--- src/rtl/cycpuf_ro_eval_if.sv ---
// Request/result bus of the ring-oscillator evaluation stage.
// The requester (master) issues a challenge and receives the response bit,
// tie flag and both raw edge counts back from the evaluator (slave).
interface cycpuf_ro_eval_if #(
    parameter int CNT_W = 16,
    parameter int IDX_W = 2
);
    logic             start;
    logic [IDX_W-1:0] chal_a;
    logic [IDX_W-1:0] chal_b;
    logic             busy;
    logic             done;
    logic             resp;
    logic             tie;
    logic [CNT_W-1:0] cnt_a;
    logic [CNT_W-1:0] cnt_b;

    modport master (
        output start, chal_a, chal_b,
        input  busy, done, resp, tie, cnt_a, cnt_b
    );

    modport slave (
        input  start, chal_a, chal_b,
        output busy, done, resp, tie, cnt_a, cnt_b
    );
endinterface

--- src/rtl/cycpuf_ro_eval.sv ---
// Evaluation stage for the CycROPUF ring-oscillator bank.
// A challenge selects two oscillators. Both are enabled for a settle period
// and then for a counting window, during which the rising edges of each
// clk-registered oscillator output are counted. The two counts are then
// compared to form one response bit and a tie flag.
// Indices that fall outside the bank behave like an oscillator stuck at 0.
module cycpuf_ro_eval #(
    parameter int NUM_RO     = 4,
    parameter int CNT_W      = 16,
    parameter int SETTLE_CYC = 8,
    parameter int WINDOW     = 1024,
    parameter int IDX_W      = $clog2(NUM_RO)
) (
    input  logic              clk,
    input  logic              rst,
    cycpuf_ro_eval_if.slave   bus,
    input  logic [NUM_RO-1:0] ro_in,
    output logic [NUM_RO-1:0] ro_en
);

    // One timer serves both phases, so it is sized for the longer one.
    localparam int TMR_MAX = (SETTLE_CYC > WINDOW) ? SETTLE_CYC : WINDOW;
    localparam int TMR_W   = $clog2(TMR_MAX + 1);

    localparam logic [TMR_W-1:0] SETTLE_LOAD = TMR_W'(SETTLE_CYC - 1);
    localparam logic [TMR_W-1:0] WINDOW_LOAD = TMR_W'(WINDOW - 1);
    localparam logic [IDX_W:0]   NUM_RO_L    = (IDX_W + 1)'(NUM_RO);

    typedef enum logic [1:0] {
        IDLE,
        SETTLE,
        COUNT,
        CMP
    } state_t;

    state_t           state;
    logic [IDX_W-1:0] sel_a;
    logic [IDX_W-1:0] sel_b;
    logic [TMR_W-1:0] timer;
    logic [CNT_W-1:0] ctr_a;
    logic [CNT_W-1:0] ctr_b;
    logic             hist_a;
    logic             hist_b;

    logic             raw_a;
    logic             raw_b;
    logic             edge_a;
    logic             edge_b;
    logic [CNT_W-1:0] nxt_a;
    logic [CNT_W-1:0] nxt_b;

    // Enable pattern for a challenge pair; out-of-range indices enable nothing.
    function automatic logic [NUM_RO-1:0] en_mask(
        input logic [IDX_W-1:0] a,
        input logic [IDX_W-1:0] b
    );
        logic [NUM_RO-1:0] m;
        m = '0;
        if ({1'b0, a} < NUM_RO_L) begin
            m[a] = 1'b1;
        end
        if ({1'b0, b} < NUM_RO_L) begin
            m[b] = 1'b1;
        end
        return m;
    endfunction

    // Select the latched oscillators, treating a nonexistent one as constant 0.
    always_comb begin
        raw_a = 1'b0;
        raw_b = 1'b0;
        if ({1'b0, sel_a} < NUM_RO_L) begin
            raw_a = ro_in[sel_a];
        end
        if ({1'b0, sel_b} < NUM_RO_L) begin
            raw_b = ro_in[sel_b];
        end
    end

    // Rising-edge detection against the previous sample and saturating next counts.
    always_comb begin
        edge_a = raw_a & ~hist_a;
        edge_b = raw_b & ~hist_b;
        nxt_a  = ctr_a;
        nxt_b  = ctr_b;
        if (edge_a && (ctr_a != {CNT_W{1'b1}})) begin
            nxt_a = ctr_a + 1'b1;
        end
        if (edge_b && (ctr_b != {CNT_W{1'b1}})) begin
            nxt_b = ctr_b + 1'b1;
        end
    end

    // Evaluation sequencer with registered enables, status and results.
    always_ff @(posedge clk) begin
        if (rst) begin
            state     <= IDLE;
            sel_a     <= '0;
            sel_b     <= '0;
            timer     <= '0;
            ctr_a     <= '0;
            ctr_b     <= '0;
            hist_a    <= 1'b0;
            hist_b    <= 1'b0;
            ro_en     <= '0;
            bus.busy  <= 1'b0;
            bus.done  <= 1'b0;
            bus.resp  <= 1'b0;
            bus.tie   <= 1'b0;
            bus.cnt_a <= '0;
            bus.cnt_b <= '0;
        end else begin
            case (state)
                IDLE: begin
                    bus.done <= 1'b0;
                    if (bus.start) begin
                        sel_a    <= bus.chal_a;
                        sel_b    <= bus.chal_b;
                        ctr_a    <= '0;
                        ctr_b    <= '0;
                        timer    <= SETTLE_LOAD;
                        ro_en    <= en_mask(bus.chal_a, bus.chal_b);
                        bus.busy <= 1'b1;
                        state    <= SETTLE;
                    end
                end

                SETTLE: begin
                    // Sampling here primes the edge history so the first
                    // counting cycle sees no edge from a signal already high.
                    hist_a <= raw_a;
                    hist_b <= raw_b;
                    if (timer == '0) begin
                        timer <= WINDOW_LOAD;
                        state <= COUNT;
                    end else begin
                        timer <= timer - 1'b1;
                    end
                end

                COUNT: begin
                    hist_a <= raw_a;
                    hist_b <= raw_b;
                    ctr_a  <= nxt_a;
                    ctr_b  <= nxt_b;
                    if (timer == '0) begin
                        // Results are registered from the final counts so they
                        // appear together with done in the compare cycle.
                        ro_en     <= '0;
                        bus.done  <= 1'b1;
                        bus.cnt_a <= nxt_a;
                        bus.cnt_b <= nxt_b;
                        bus.resp  <= (nxt_a > nxt_b);
                        bus.tie   <= (nxt_a == nxt_b);
                        state     <= CMP;
                    end else begin
                        timer <= timer - 1'b1;
                    end
                end

                CMP: begin
                    ro_en    <= '0;
                    bus.done <= 1'b0;
                    bus.busy <= 1'b0;
                    state    <= IDLE;
                end

                default: begin
                    ro_en    <= '0;
                    bus.done <= 1'b0;
                    bus.busy <= 1'b0;
                    state    <= IDLE;
                end
            endcase
        end
    end

endmodule

--- src/flat_wrapper.sv ---
// flat-port wrapper written by rule: the top's interface ports become plain ports
module cycpuf_ro_eval_flat 
#(
    parameter int NUM_RO     = 4,
    parameter int CNT_W      = 16,
    parameter int SETTLE_CYC = 8,
    parameter int WINDOW     = 1024,
    parameter int IDX_W      = $clog2(NUM_RO)
)
  (clk, rst, ro_in, ro_en, bus_start, bus_chal_a, bus_chal_b, bus_busy, bus_done, bus_resp, bus_tie, bus_cnt_a, bus_cnt_b);
  cycpuf_ro_eval_if #(.CNT_W(CNT_W), .IDX_W(IDX_W)) bus_i ();
  input  logic clk;
  input  logic rst;
  input  logic [NUM_RO-1:0] ro_in;
  output logic [NUM_RO-1:0] ro_en;
  input wire logic [$bits(bus_i.start)-1:0] bus_start;
  input wire logic [$bits(bus_i.chal_a)-1:0] bus_chal_a;
  input wire logic [$bits(bus_i.chal_b)-1:0] bus_chal_b;
  output wire logic [$bits(bus_i.busy)-1:0] bus_busy;
  output wire logic [$bits(bus_i.done)-1:0] bus_done;
  output wire logic [$bits(bus_i.resp)-1:0] bus_resp;
  output wire logic [$bits(bus_i.tie)-1:0] bus_tie;
  output wire logic [$bits(bus_i.cnt_a)-1:0] bus_cnt_a;
  output wire logic [$bits(bus_i.cnt_b)-1:0] bus_cnt_b;
  assign bus_i.start = bus_start;
  assign bus_i.chal_a = bus_chal_a;
  assign bus_i.chal_b = bus_chal_b;
  assign bus_busy = bus_i.busy;
  assign bus_done = bus_i.done;
  assign bus_resp = bus_i.resp;
  assign bus_tie = bus_i.tie;
  assign bus_cnt_a = bus_i.cnt_a;
  assign bus_cnt_b = bus_i.cnt_b;
  cycpuf_ro_eval #(.NUM_RO(NUM_RO), .CNT_W(CNT_W), .SETTLE_CYC(SETTLE_CYC), .WINDOW(WINDOW), .IDX_W(IDX_W)) u_core (.clk(clk), .rst(rst), .bus(bus_i), .ro_in(ro_in), .ro_en(ro_en));
endmodule
--- config.mk ---
export PLATFORM = sky130hd
export DESIGN_NAME = cycpuf_ro_eval_flat
export DESIGN_NICKNAME = d
export VERILOG_FILES = /design/src/rtl/cycpuf_ro_eval_if.sv /design/src/rtl/cycpuf_ro_eval.sv /design/src/flat_wrapper.sv
export SDC_FILE = /design/constraint.sdc
export NUM_CORES = 1
export LEC_CHECK = 0
export ABC_AREA = 1
export ABC_CLOCK_PERIOD_IN_PS = 5050
export CORE_MARGIN = 4
export CORE_UTILIZATION = 45
export DETAILED_ROUTE_END_ITERATION = 10
export PLACE_DENSITY_LB_ADDON = 0.05
export SLEW_MARGIN = 20
export SYNTH_ARGS = -nofsm -noshare
export SYNTH_HDL_FRONTEND = slang
export SYNTH_SLANG_ARGS = --single-unit
--- constraint.sdc ---
create_clock -name clk -period 5.05 [get_ports clk]
set_input_delay 1.01 -clock clk [delete_from_list [all_inputs] [get_ports clk]]
set_output_delay 1.01 -clock clk [all_outputs]
set_load 0.1 [all_outputs]
==> summary.txt <==
Logic synthesis
  – Syn Inst Count: 843
  – Synth cell types: 30
  – Total number of yosys warnings: 0
  – Post-synthesis sequential area ratio: 33.6%
  – Netlist Area Pre-Place: 5420 um2
  – Yosys reg bits: 91
  – Synthesized area per cell: 6.43 um2
  – Mapped Nets: 877

Worst setup path
  – R2r startpoint: u_core.ctr_a[0]$_SDFFE_PP0P_
  – Slowest CP cell: nor2_2
  – Cell mode on critical path: nand2_1
  – R2r endpoint: u_core.bus.resp$_SDFFE_PP0P_
  – Worst Path Arrival: 3810 ps
  – Critical path type: input port to register
  – R2R Setup Slk: 1930 ps
  – Reg2Reg Depth: 16
  – CP max FO: 18
  – Worst path required time: 5250 ps
  – CP Launch Type: input port
  – Crit-path max cell delay: 670 ps
  – CP Capture Type: register
  – Critical path cell sequence: clkdlybuf4s50_1 > nand2_1 > nand3_1 > nand3b_1 > nor2_2 > nand2_1 > nand2_1 > inv_1 > ha_1 > nand4_1 > nor3_1 > a21oi_1 > nand2_1 > a21oi_1

Clock network
  – Hold-fix buffers, CTS: 0
  – CTS tree: yes
  – TritonCTS buffer count: 9
  – Clk Latency, worst-skew pair: 340 ps
  – Register clock-pin slew on the reported worst setup and hold paths: 60 ps
  – Post-CTS Setup Inserts: 0
  – CTS sink count: 91
  – Root buf cell: clkbuf_16
  – H-tree depth: 3
  – Post-cts gate resize count: 0
  – Max Buffers Root-to-Sink: 2

Placed design
  – Port Buffer Count: 50
  – DP Wirelength: 10100 um
  – GP Congestion: 0.886
  – Placed Instance Area: 5960 um2

Floorplan
  – Initial core utilization: 46.7%
  – Chip width: 118 um
  – Die area: 13900 um2
  – Die Height: 118 um
  – Core area: 11600 um2
  – I/O pin total: 51
  – # rows: 39

Timing
  – Tmin final: 3610 ps
  – Setup violators final: 0
  – Unrepaired setup endpoints after global routing: no
  – Final Slew Violations: 0
  – Clk_skew: 6.54 ps
  – Setup TNS: 0 ps
  – Fmax: 277 MHz
  – Tcrit/Tclk final: 71.4%
  – Slew headroom: 32.9%
  – Final Hold Viols: 0
  – WHS: 470 ps
  – Slew @ Worst Pin: 1000 ps

Finish
  – Antenna Cells: 0
  – Final nets: 911
  – Area delta synth->final: 15.4%
  – Fin area: 6250 um2
  – Fillcell total: 1162
  – Share of layout cells above drive strength 1: 4.76%

Global routing
  – Initial antenna violation count: 0
  – Pin count of the biggest net entering global routing: 56
  – Vias in the first global route: 4911
  – Congestion Overflow GR: 0
  – First-pass GRT wire length: 23800 um
  – Gr usage total: 20.9%

Power and ir drop
  – Internal power: 1.78 mW
  – Flop pwr share: 25.8%
  – Clock network fraction of total power: 18.4%
  – PwrDens: 577 nW/um2
  – Worst VDD drop: 0.000274 V
  – Sw Ratio: 50.7%
  – NetSw: 1.83 mW
  – Combinational share of power: 55.8%
  – Pleak: 2.65 nW

Hold path
  – Worst Min Path Start: u_core.timer[10]$_SDFFE_PP0P_
  – Worst Hold Class: register to register
  – Hold depth: 2
  – Worst Hold Path EP: u_core.timer[10]$_SDFFE_PP0P_

Routing
  – Vias per std cell: 5.19
  – Via count: 5317
  – Pre-antenna DRT Iters: 5
  – Post-DR wirelength/cell: 14.0 um
  – Initial DRC count: 340
  – Post-route ant nets: 0
  – Drt total wl: 14400 um
  – Residual DRC count: 0

Outcome
  – Outcome: finished clean

Flow run
  – Max-cap viol count: 0
## power groups by stage
stage | clock network [mW] | registers (mW) | logic, mW
floorplan | 0 | 1.39 | 1.15
global placement | 0 | 0.942 | 1.98
detailed placement | 0 | 0.944 | 2.01
CTS | 0.676 | 0.931 | 2.02
global route | 0.703 | 0.950 | 2.23
finish | 0.665 | 0.931 | 2.01
## cell usage in the layout (no fill, tap or decap), drive strengths merged
| cell type | n |
|---|---|
| a21oi | 86 |
| buf | 3 |
| o21bai | 1 |
| nor2 | 72 |
| clkinv | 4 |
| nand3 | 48 |
| nand3b | 2 |
| nand4 | 12 |
| o22ai | 4 |
| o21a | 14 |
| nand2 | 285 |
| clkbuf | 15 |
| ha | 23 |
| dfxtp | 91 |
| xnor2 | 7 |
| o21ai | 53 |
| nor3 | 3 |
| xor2 | 12 |
| inv | 96 |
| a221oi | 1 |
| clkdlybuf4s50 | 50 |
## worst max-delay path, delay by kind of cell
kind,cells,cell delay [ps]
AO/OA/AOI/OAI,2,190
adder cells (fa/ha/maj),1,310
AND/OR/NAND/NOR,9,1780
buffers and inverters,2,530
## cell usage after synthesis (all sizes together)
| cell type | instances | share of area, % |
|---|---|---|
| nand4 | 12 | 1.7 |
| o21a | 14 | 1.9 |
| dfxtp | 91 | 34 |
| o22ai | 4 | 0.46 |
| a21oi | 86 | 7.9 |
| a221oi | 1 | 0.16 |
| nor3 | 3 | 0.28 |
| nand3 | 48 | 4.4 |
| o21ai | 53 | 5.0 |
| clkbuf | 15 | 1.0 |
| o21bai | 1 | 0.14 |
| inv | 96 | 6.6 |
| clkinv | 3 | 0.23 |
| xnor2 | 7 | 1.1 |
| nor2 | 72 | 5.7 |
| buf | 15 | 2.0 |
| ha | 23 | 5.3 |
| xor2 | 12 | 1.9 |
| nand3b | 2 | 0.28 |
| nand2 | 285 | 20 |
## cells by family after synthesis
logic type / Yosys count / share of synthesized area [%]
adder cells (fa/ha/maj): 23 / 5.31
AND/OR/NAND/NOR: 422 / 32.5
XOR/XNOR: 19 / 3.07
AO/OA/AOI/OAI: 159 / 15.6
buffers and inverters: 129 / 9.91
flip-flops: 91 / 33.6
## through the flow
step | cells | setup WS [ps] | utilization (%) | power [mW]
2_1_floorplan | 843 | 2330 | - | 2.54
3_3_place_gp | 1009 | 1220 | 51.3 | 2.93
3_5_place_dp | 1009 | 1140 | 51.3 | 2.95
4_1_cts | 1025 | 1470 | 53.8 | 3.62
5_1_grt | 1025 | 1270 | 53.8 | 3.88
6_report | 1025 | 1440 | 53.8 | 3.61
## metal layers
metal  up-vias  track usage, %  wire length (um)
met5         -               0                 0
met4         0            7.33               233
met3        17            3.99               611
met2       122            34.5              6450
met1      2417            27.2              7110
li1       2761               -                 -
## worst max path at each step
stage | from | endpoint | slack, ps | cells past startpoint
after CTS | ro_in[1] | u_core.bus.tie$_SDFFE_PP0P_ | 1470 | 14
final | ro_in[1] | u_core.bus.resp$_SDFFE_PP0P_ | 1440 | 14
after floorplan | ro_in[1] | u_core.bus.tie$_SDFFE_PP0P_ | 2330 | 14
after detailed placement | ro_in[3] | u_core.bus.tie$_SDFFE_PP0P_ | 1140 | 14
after global routing | ro_in[0] | u_core.bus.resp$_SDFFE_PP0P_ | 1270 | 14
after global placement | ro_in[1] | u_core.bus.resp$_SDFFE_PP0P_ | 1220 | 14
## cell type report
type                    count  area [um2]  share of cell area (%)
repair buffers             53         523                    8.37
clock inverters             1        5.00                  0.0800
well taps                 143         179                    2.86
multi-input cells         623        3060                    49.0
flip-flops and latches     91        1820                    29.1
inverters                  99         373                    5.96
clock buffers              15         288                    4.60
## sequential cells by signal (all words and copies together), names as in the netlist, 2 cells and up
register / count
u_core.timer: 11
u_core.ro_en: 4
u_core.sel_a: 2
u_core.state: 2
u_core.bus.cnt_a: 16
u_core.ctr_a: 16
u_core.sel_b: 2
u_core.ctr_b: 16
u_core.bus.cnt_b: 16
Power figures use the tool's default switching activity.
